### src/rtl/vga_timing_pkg.sv
// Default 640x480@60 timing constants and helpers shared by the VGA sync
// generator, its sub-modules and the consumers of its interface.
package vga_timing_pkg;

  localparam int DEF_CLK_MHZ       = 50;
  localparam int DEF_PIXEL_MHZ     = 25;
  localparam int DEF_SCREEN_WIDTH  = 640;
  localparam int DEF_SCREEN_HEIGHT = 480;
  localparam int DEF_H_FRONT       = 16;
  localparam int DEF_H_SYNC        = 96;
  localparam int DEF_H_BACK        = 48;
  localparam int DEF_V_FRONT       = 10;
  localparam int DEF_V_SYNC        = 2;
  localparam int DEF_V_BACK        = 33;

  function automatic int line_total(int visible, int front, int sync, int back);
    return visible + front + sync + back;
  endfunction

  function automatic int cnt_width(int total);
    return (total > 1) ? $clog2(total) : 1;
  endfunction

  localparam int H_TOTAL = line_total(DEF_SCREEN_WIDTH, DEF_H_FRONT, DEF_H_SYNC, DEF_H_BACK);
  localparam int V_TOTAL = line_total(DEF_SCREEN_HEIGHT, DEF_V_FRONT, DEF_V_SYNC, DEF_V_BACK);

  typedef struct packed {
    logic hsync;
    logic vsync;
    logic display_on;
  } sync_flags_t;

endpackage

### src/rtl/vga_sync_gen_if.sv
// Video timing bundle: the generator drives it (master), a renderer such as
// game_top reads display_on/x/y straight off it (slave).
interface vga_sync_gen_if #(
  parameter int w_x = 10,
  parameter int w_y = 9
);
  logic           hsync;
  logic           vsync;
  logic           display_on;
  logic [w_x-1:0] x;
  logic [w_y-1:0] y;
  logic           pixel_tick;
  logic           frame_start;

  modport master (
    output hsync, vsync, display_on, x, y, pixel_tick, frame_start
  );

  modport slave (
    input hsync, vsync, display_on, x, y, pixel_tick, frame_start
  );
endinterface

### src/rtl/vga_strobe_div.sv
// Divides the system clock down to a registered one-cycle pixel strobe,
// high in the cycle after the divider reaches its last count.
module vga_strobe_div #(
  parameter int clk_mhz   = 50,
  parameter int pixel_mhz = 25
) (
  input  logic clk,
  input  logic rst,
  output logic strobe
);

  localparam int N = (pixel_mhz > 0) ? clk_mhz / pixel_mhz : 1;

  generate
    if (pixel_mhz < 1 || clk_mhz < pixel_mhz || (clk_mhz % pixel_mhz) != 0) begin : g_bad_ratio
      $error("vga_strobe_div: clk_mhz/pixel_mhz must be an integer >= 1");
    end

    if (N == 1) begin : g_every
      always_ff @(posedge clk or posedge rst) begin
        if (rst) strobe <= 1'b0;
        else     strobe <= 1'b1;
      end
    end else begin : g_count
      localparam int W = $clog2(N);
      localparam logic [W-1:0] DIV_LAST = W'(N - 1);
      logic [W-1:0] div_reg;

      always_ff @(posedge clk or posedge rst) begin
        if (rst) begin
          div_reg <= '0;
          strobe  <= 1'b0;
        end else begin
          strobe  <= (div_reg == DIV_LAST);
          div_reg <= (div_reg == DIV_LAST) ? '0 : div_reg + 1'b1;
        end
      end
    end
  endgenerate

endmodule

### src/rtl/vga_sync_gen.sv
// VGA timing generator: pixel/line counters advanced by the pixel strobe,
// with registered sync, blanking, coordinate and frame-start decodes.
module vga_sync_gen
  import vga_timing_pkg::*;
#(
  parameter int clk_mhz       = DEF_CLK_MHZ,
  parameter int pixel_mhz     = DEF_PIXEL_MHZ,
  parameter int screen_width  = DEF_SCREEN_WIDTH,
  parameter int screen_height = DEF_SCREEN_HEIGHT,
  parameter int h_front       = DEF_H_FRONT,
  parameter int h_sync        = DEF_H_SYNC,
  parameter int h_back        = DEF_H_BACK,
  parameter int v_front       = DEF_V_FRONT,
  parameter int v_sync        = DEF_V_SYNC,
  parameter int v_back        = DEF_V_BACK,
  parameter int w_x           = $clog2(screen_width),
  parameter int w_y           = $clog2(screen_height)
) (
  input  logic           clk,
  input  logic           rst,
  vga_sync_gen_if.master vga
);

  localparam int LINE_TOTAL  = line_total(screen_width, h_front, h_sync, h_back);
  localparam int FRAME_LINES = line_total(screen_height, v_front, v_sync, v_back);
  localparam int HW = cnt_width(LINE_TOTAL);
  localparam int VW = cnt_width(FRAME_LINES);
  localparam logic [HW-1:0] H_LAST = HW'(LINE_TOTAL - 1);
  localparam logic [VW-1:0] V_LAST = VW'(FRAME_LINES - 1);

  generate
    if (w_x > HW || w_y > VW) begin : g_bad_width
      $error("vga_sync_gen: coordinate width exceeds counter width");
    end
  endgenerate

  logic          pixel_tick;
  logic [HW-1:0] h_cnt_reg, h_cnt_next;
  logic [VW-1:0] v_cnt_reg, v_cnt_next;
  logic          cnt_upd_reg;
  sync_flags_t   flags_reg, flags_next;
  logic [w_x-1:0] x_reg, x_next;
  logic [w_y-1:0] y_reg, y_next;
  logic          frame_start_reg, frame_start_next;

  vga_strobe_div #(
    .clk_mhz   (clk_mhz),
    .pixel_mhz (pixel_mhz)
  ) u_div (
    .clk    (clk),
    .rst    (rst),
    .strobe (pixel_tick)
  );

  always_comb begin
    h_cnt_next = h_cnt_reg;
    v_cnt_next = v_cnt_reg;
    if (pixel_tick) begin
      if (h_cnt_reg == H_LAST) begin
        h_cnt_next = '0;
        v_cnt_next = (v_cnt_reg == V_LAST) ? '0 : v_cnt_reg + 1'b1;
      end else begin
        h_cnt_next = h_cnt_reg + 1'b1;
      end
    end
  end

  // Decodes compare in 32 bits so a sync window ending at TOTAL cannot wrap.
  always_comb begin
    flags_next.display_on = (int'(h_cnt_reg) < screen_width) &&
                            (int'(v_cnt_reg) < screen_height);
    flags_next.hsync = !((int'(h_cnt_reg) >= screen_width + h_front) &&
                         (int'(h_cnt_reg) <  screen_width + h_front + h_sync));
    flags_next.vsync = !((int'(v_cnt_reg) >= screen_height + v_front) &&
                         (int'(v_cnt_reg) <  screen_height + v_front + v_sync));
    frame_start_next = cnt_upd_reg && (h_cnt_reg == '0) && (v_cnt_reg == '0);
  end

  genvar gi;
  generate
    for (gi = 0; gi < w_x; gi++) begin : g_x
      assign x_next[gi] = h_cnt_reg[gi] & flags_next.display_on;
    end
    for (gi = 0; gi < w_y; gi++) begin : g_y
      assign y_next[gi] = v_cnt_reg[gi] & flags_next.display_on;
    end
  endgenerate

  // Reset counts as a counter update, so the first edge after release
  // reports pixel (0,0) together with frame_start.
  always_ff @(posedge clk or posedge rst) begin
    if (rst) begin
      h_cnt_reg       <= '0;
      v_cnt_reg       <= '0;
      cnt_upd_reg     <= 1'b1;
      flags_reg       <= '{hsync: 1'b1, vsync: 1'b1, display_on: 1'b0};
      x_reg           <= '0;
      y_reg           <= '0;
      frame_start_reg <= 1'b0;
    end else begin
      h_cnt_reg       <= h_cnt_next;
      v_cnt_reg       <= v_cnt_next;
      cnt_upd_reg     <= pixel_tick;
      flags_reg       <= flags_next;
      x_reg           <= x_next;
      y_reg           <= y_next;
      frame_start_reg <= frame_start_next;
    end
  end

  assign vga.hsync       = flags_reg.hsync;
  assign vga.vsync       = flags_reg.vsync;
  assign vga.display_on  = flags_reg.display_on;
  assign vga.x           = x_reg;
  assign vga.y           = y_reg;
  assign vga.pixel_tick  = pixel_tick;
  assign vga.frame_start = frame_start_reg;

endmodule

### src/flat_wrapper.sv
// flat-port wrapper written by rule: the top's interface ports become plain ports
module vga_sync_gen_flat import vga_timing_pkg::*;
#(
  parameter int clk_mhz       = DEF_CLK_MHZ,
  parameter int pixel_mhz     = DEF_PIXEL_MHZ,
  parameter int screen_width  = DEF_SCREEN_WIDTH,
  parameter int screen_height = DEF_SCREEN_HEIGHT,
  parameter int h_front       = DEF_H_FRONT,
  parameter int h_sync        = DEF_H_SYNC,
  parameter int h_back        = DEF_H_BACK,
  parameter int v_front       = DEF_V_FRONT,
  parameter int v_sync        = DEF_V_SYNC,
  parameter int v_back        = DEF_V_BACK,
  parameter int w_x           = $clog2(screen_width),
  parameter int w_y           = $clog2(screen_height)
)
  (clk, rst, vga_hsync, vga_vsync, vga_display_on, vga_x, vga_y, vga_pixel_tick, vga_frame_start);
  vga_sync_gen_if #(.w_x(w_x), .w_y(w_y)) vga_i ();
  input  logic clk;
  input  logic rst;
  output wire logic [$bits(vga_i.hsync)-1:0] vga_hsync;
  output wire logic [$bits(vga_i.vsync)-1:0] vga_vsync;
  output wire logic [$bits(vga_i.display_on)-1:0] vga_display_on;
  output wire logic [$bits(vga_i.x)-1:0] vga_x;
  output wire logic [$bits(vga_i.y)-1:0] vga_y;
  output wire logic [$bits(vga_i.pixel_tick)-1:0] vga_pixel_tick;
  output wire logic [$bits(vga_i.frame_start)-1:0] vga_frame_start;
  assign vga_hsync = vga_i.hsync;
  assign vga_vsync = vga_i.vsync;
  assign vga_display_on = vga_i.display_on;
  assign vga_x = vga_i.x;
  assign vga_y = vga_i.y;
  assign vga_pixel_tick = vga_i.pixel_tick;
  assign vga_frame_start = vga_i.frame_start;
  vga_sync_gen #(.clk_mhz(clk_mhz), .pixel_mhz(pixel_mhz), .screen_width(screen_width), .screen_height(screen_height), .h_front(h_front), .h_sync(h_sync), .h_back(h_back), .v_front(v_front), .v_sync(v_sync), .v_back(v_back), .w_x(w_x), .w_y(w_y)) u_core (.clk(clk), .rst(rst), .vga(vga_i));
endmodule
### config.mk
export PLATFORM = sky130hd
export DESIGN_NAME = vga_sync_gen_flat
export DESIGN_NICKNAME = d
export VERILOG_FILES = /design/src/rtl/vga_timing_pkg.sv /design/src/rtl/vga_sync_gen_if.sv /design/src/rtl/vga_strobe_div.sv /design/src/rtl/vga_sync_gen.sv /design/src/flat_wrapper.sv
export SDC_FILE = /design/constraint.sdc
export NUM_CORES = 1
export LEC_CHECK = 0
export ABC_AREA = 0
export CORE_MARGIN = 4
export CORE_UTILIZATION = 54
export CTS_CLUSTER_DIAMETER = 80
export DETAILED_ROUTE_END_ITERATION = 8
export PLACE_DENSITY_LB_ADDON = 0.15
export SLEW_MARGIN = 15
export SYNTH_ARGS = -nofsm -noshare
export SYNTH_HDL_FRONTEND = slang
export SYNTH_SLANG_ARGS = --single-unit
### constraint.sdc
create_clock -name clk -period 1.75 [get_ports clk]
set_input_delay 0.525 -clock clk [delete_from_list [all_inputs] [get_ports clk]]
set_output_delay 0.525 -clock clk [all_outputs]
set_load 0.005 [all_outputs]
==> impl_metrics.toml <==
[synth]
postSynthRegisterBits = 46
ys_top_cells_by_area = "sky130_fd_sc_hd__dfrtp_1, sky130_fd_sc_hd__and2_1, sky130_fd_sc_hd__dfstp_2"
mux_cell_area_share_after_synthesis = 0
synth_area_um2 = 1960
postSynthNetCount = 179
synth_compound_area_frac = 0.0739
synth_edf_count = 0
synthXorXnorAreaFrac = 0.0268
combinational_family_with_the_most_area_after_synthesis = "simple AND/OR/NAND/NOR gates"
synth-main-ff-cell = "sky130_fd_sc_hd__dfrtp_1"
post_synthesis_async_set_or_reset_flop_share = 1.00
yosysSeqAreaShare = 0.588
synth_cell_types = 42
synthesis.area_per_instance_um2 = 11.3
synthesis.yosys.warnings = 0
synth_simple_gate_area_frac = 0.245
netlist.area_leader.share = 0.548
synth-adder-area-share = 0.0255
netlist_instances = 173
most_area_hungry_cell_type_in_the_yosys_netlist = "sky130_fd_sc_hd__dfrtp_1"

[clock_tree]
clock_tree_from_tritoncts = "yes"
clock_latency_ps = 360
cts-buffers-inserted = 5
clkSlewWorstSetupHoldPaths_ps = 130
cts_root_buf = "sky130_fd_sc_hd__clkbuf_4"
clock_sinks = 46
bufs_on_longest_clock_path = 2
cts_max_level = 2

[worst_setup_path]
worst-path-max-fanout = 6
cp_data_arrival_time_ps = 1990
kind_of_cell_with_the_highest_combined_delay_on_the_critical_path = "simple AND/OR/NAND/NOR gates"
timing.critical_path.from = "u_core.h_cnt_reg[7]$_DFFE_PP0P_"
timing.critical_path.to_type = "flip-flop"
r2r_start = "u_core.h_cnt_reg[7]$_DFFE_PP0P_"
critPathLaunchType = "flip-flop"
cp.required_ps = 2060
crit_path_cells = "nor4b_4 > nand4_2 > or4b_1 > nand2_1"
timing.critical_path.slowest_stage_cell = "sky130_fd_sc_hd__or4b_1"
critPathMaxStageDelay_ps = 520
type_of_the_worst_setup_path = "reg -> reg"
worst-path-buf-inv = 0

[finish]
layout.nets = 220
area_growth_syn_to_layout_pct = 26.6
finalCoreUtilization = 0.727
area_of_the_multi_input_gates_um2 = 731
antenna_cells = 0
fill_cell_count = 241
register_area_um2 = 1160
post_route_cells_drive_above_1_share = 0.181
stdcell_count = 261

[sta]
tightestPinTransition_ps = 388
period_share = 0.960
relSlewSlack = 0.739
hold-worst-slack_ps = 401
slew_viol_final = 0
fin_skew_ps = 9.53
finalHoldViolations = 0
finalWorstPathRequiredPeriod_ps = 1680
max_clock_freq_ghz = 0.595
final_report_setup_violation_count = 0

[grt]
grt_first_pass_wirelength_um = 6300
antenna_found_initial = 0
track_usage = 0.187
grt-ovfl-total = 0
grt_start_max_net_pins = 47
number_of_global_route_vias_before_repair = 1401

[floorplanning]
floorplan.rows = 21
ios = 26
floorplan.initialDensity = 0.575
dieHeight_um = 68.3
dieArea_um2 = 4660
placeableCoreArea_um2 = 3420
die_width_um = 68.3

[route]
number_of_nets_with_antenna_violations_after_routing = 0
vias = 1434
drc_markers = 0
drt_pass1_iterations = 4
detail_route.vias_per_cell = 5.49
detail_route.wirelength_um = 3790
routedWlPerCell_um = 14.5
drt_iter0_drcs = 80

[pwr]
leakage_nw = 1.40
ir_worst_vdd_mv = 0.423
cellPowerDensity_nw_per_um2 = 693

[place]
dp.final_hpwl_um = 2650
portBuffers = 25
placed_cells = 251
gp_congestion = 0.934

[hold_path]
min_from = "u_core.u_div.g_count.div_reg$_DFF_PP0_"
worst_hold_path_type = "reg -> reg"

[outcome]
outcome = "complete, no violations"

[run]
drv_cap = 0
-- per-layer routing --
| layer | GRT usage | up-vias | wire (um) |
|---|---|---|---|
| met2 | 0.310 | 45 | 1970 |
| met5 | 0 | - | 0 |
| met1 | 0.223 | 702 | 1560 |
| met3 | 0.0558 | 7 | 189 |
| met4 | 0.0844 | 0 | 75 |
| li1 | - | 680 | - |
-- through the flow --
step	TNS (ps)	total power [mW]	setup slack [ps]	area, um2
final	0	1.72	70.7	2480
after global routing	-2.42	1.81	-2.42	2480
after CTS	0	1.74	9.80	2420
after detailed placement	0	1.11	82.0	2340
after global placement	0	1.11	152	2340
after floorplan	0	1.10	142	1960
-- cell usage after synthesis (all sizes together), types with 2 or more instances --
master / n
and2: 21
and3: 6
o31ai: 3
a21oi: 2
a31oi: 2
nand3: 11
nor4: 3
and4: 2
buf: 5
xor2: 4
o21ai: 14
nand4: 5
xnor2: 2
or3: 2
clkbuf: 3
nand2: 13
ha: 4
inv: 7
nor2: 5
nor2b: 2
dfrtp: 43
dfstp: 3
-- where the power goes --
part	leakage, nW	switching (mW)	total [mW]	internal (mW)
clock	0.0374	0.334	0.634	0.300
combinational	0.768	0.0196	0.0263	0.00676
sequential	0.592	0	1.06	1.06
-- cells in the final DEF (no fill, tap or decap), types with 5 or more instances in the layout --
master	count
sky130_fd_sc_hd__buf_4	15
sky130_fd_sc_hd__nand3_1	11
sky130_fd_sc_hd__dfrtp_1	42
sky130_fd_sc_hd__dlygate4sd2_1	6
sky130_fd_sc_hd__o21ai_0	14
sky130_fd_sc_hd__and2_1	20
sky130_fd_sc_hd__dlymetal6s2s_1	18
sky130_fd_sc_hd__inv_1	7
sky130_fd_sc_hd__nand2_1	12
sky130_fd_sc_hd__nor2_1	5
sky130_fd_sc_hd__clkbuf_4	5
sky130_fd_sc_hd__and3_1	5
-- cell type report --
| cell class | count | area share |
|---|---|---|
| repair buffers | 42 | 0.174 |
| inverters | 7 | 0.0106 |
| clock inverters | 3 | 0.0181 |
| flip-flops and latches | 46 | 0.465 |
| clock buffers | 5 | 0.0151 |
| well taps | 46 | 0.0232 |
| multi-input cells | 112 | 0.294 |
-- cells by family (layout without fill, tap and decap cells) --
kind of cell,after synthesis,after routing
AND/OR/NAND/NOR,78,78
buffers and inverters,15,57
XOR/XNOR,6,6
AO/OA/AOI/OAI,24,24
adder cells (fa/ha/maj),4,4
flip-flops,46,46
-- worst paths after layout --
check	slack, ps	cells after the start	endpoint
min in group asynchronous	520	3	u_core.vga.y[4]$_DFF_PP0_
worst min register to register	400	0	u_core.u_div.strobe$_DFF_PP0_
max in group asynchronous	960	3	u_core.cnt_upd_reg$_DFF_PP1_
worst max register to register	70	4	u_core.v_cnt_reg[6]$_DFFE_PP0P_
worst min-delay path	400	0	u_core.u_div.strobe$_DFF_PP0_
worst max-delay path	70	4	u_core.v_cnt_reg[6]$_DFFE_PP0P_
-- timing repair --
| item | CTS | global route |
|---|---|---|
| endpoints found under the setup margin | 6 | 23 |
| buffers inserted | 0 | 2 |
| hold buffers | 0 | 0 |
| gates resized for setup | 7 | 20 |
| pin swaps | 0 | 3 |
Power figures use the tool's default switching activity.
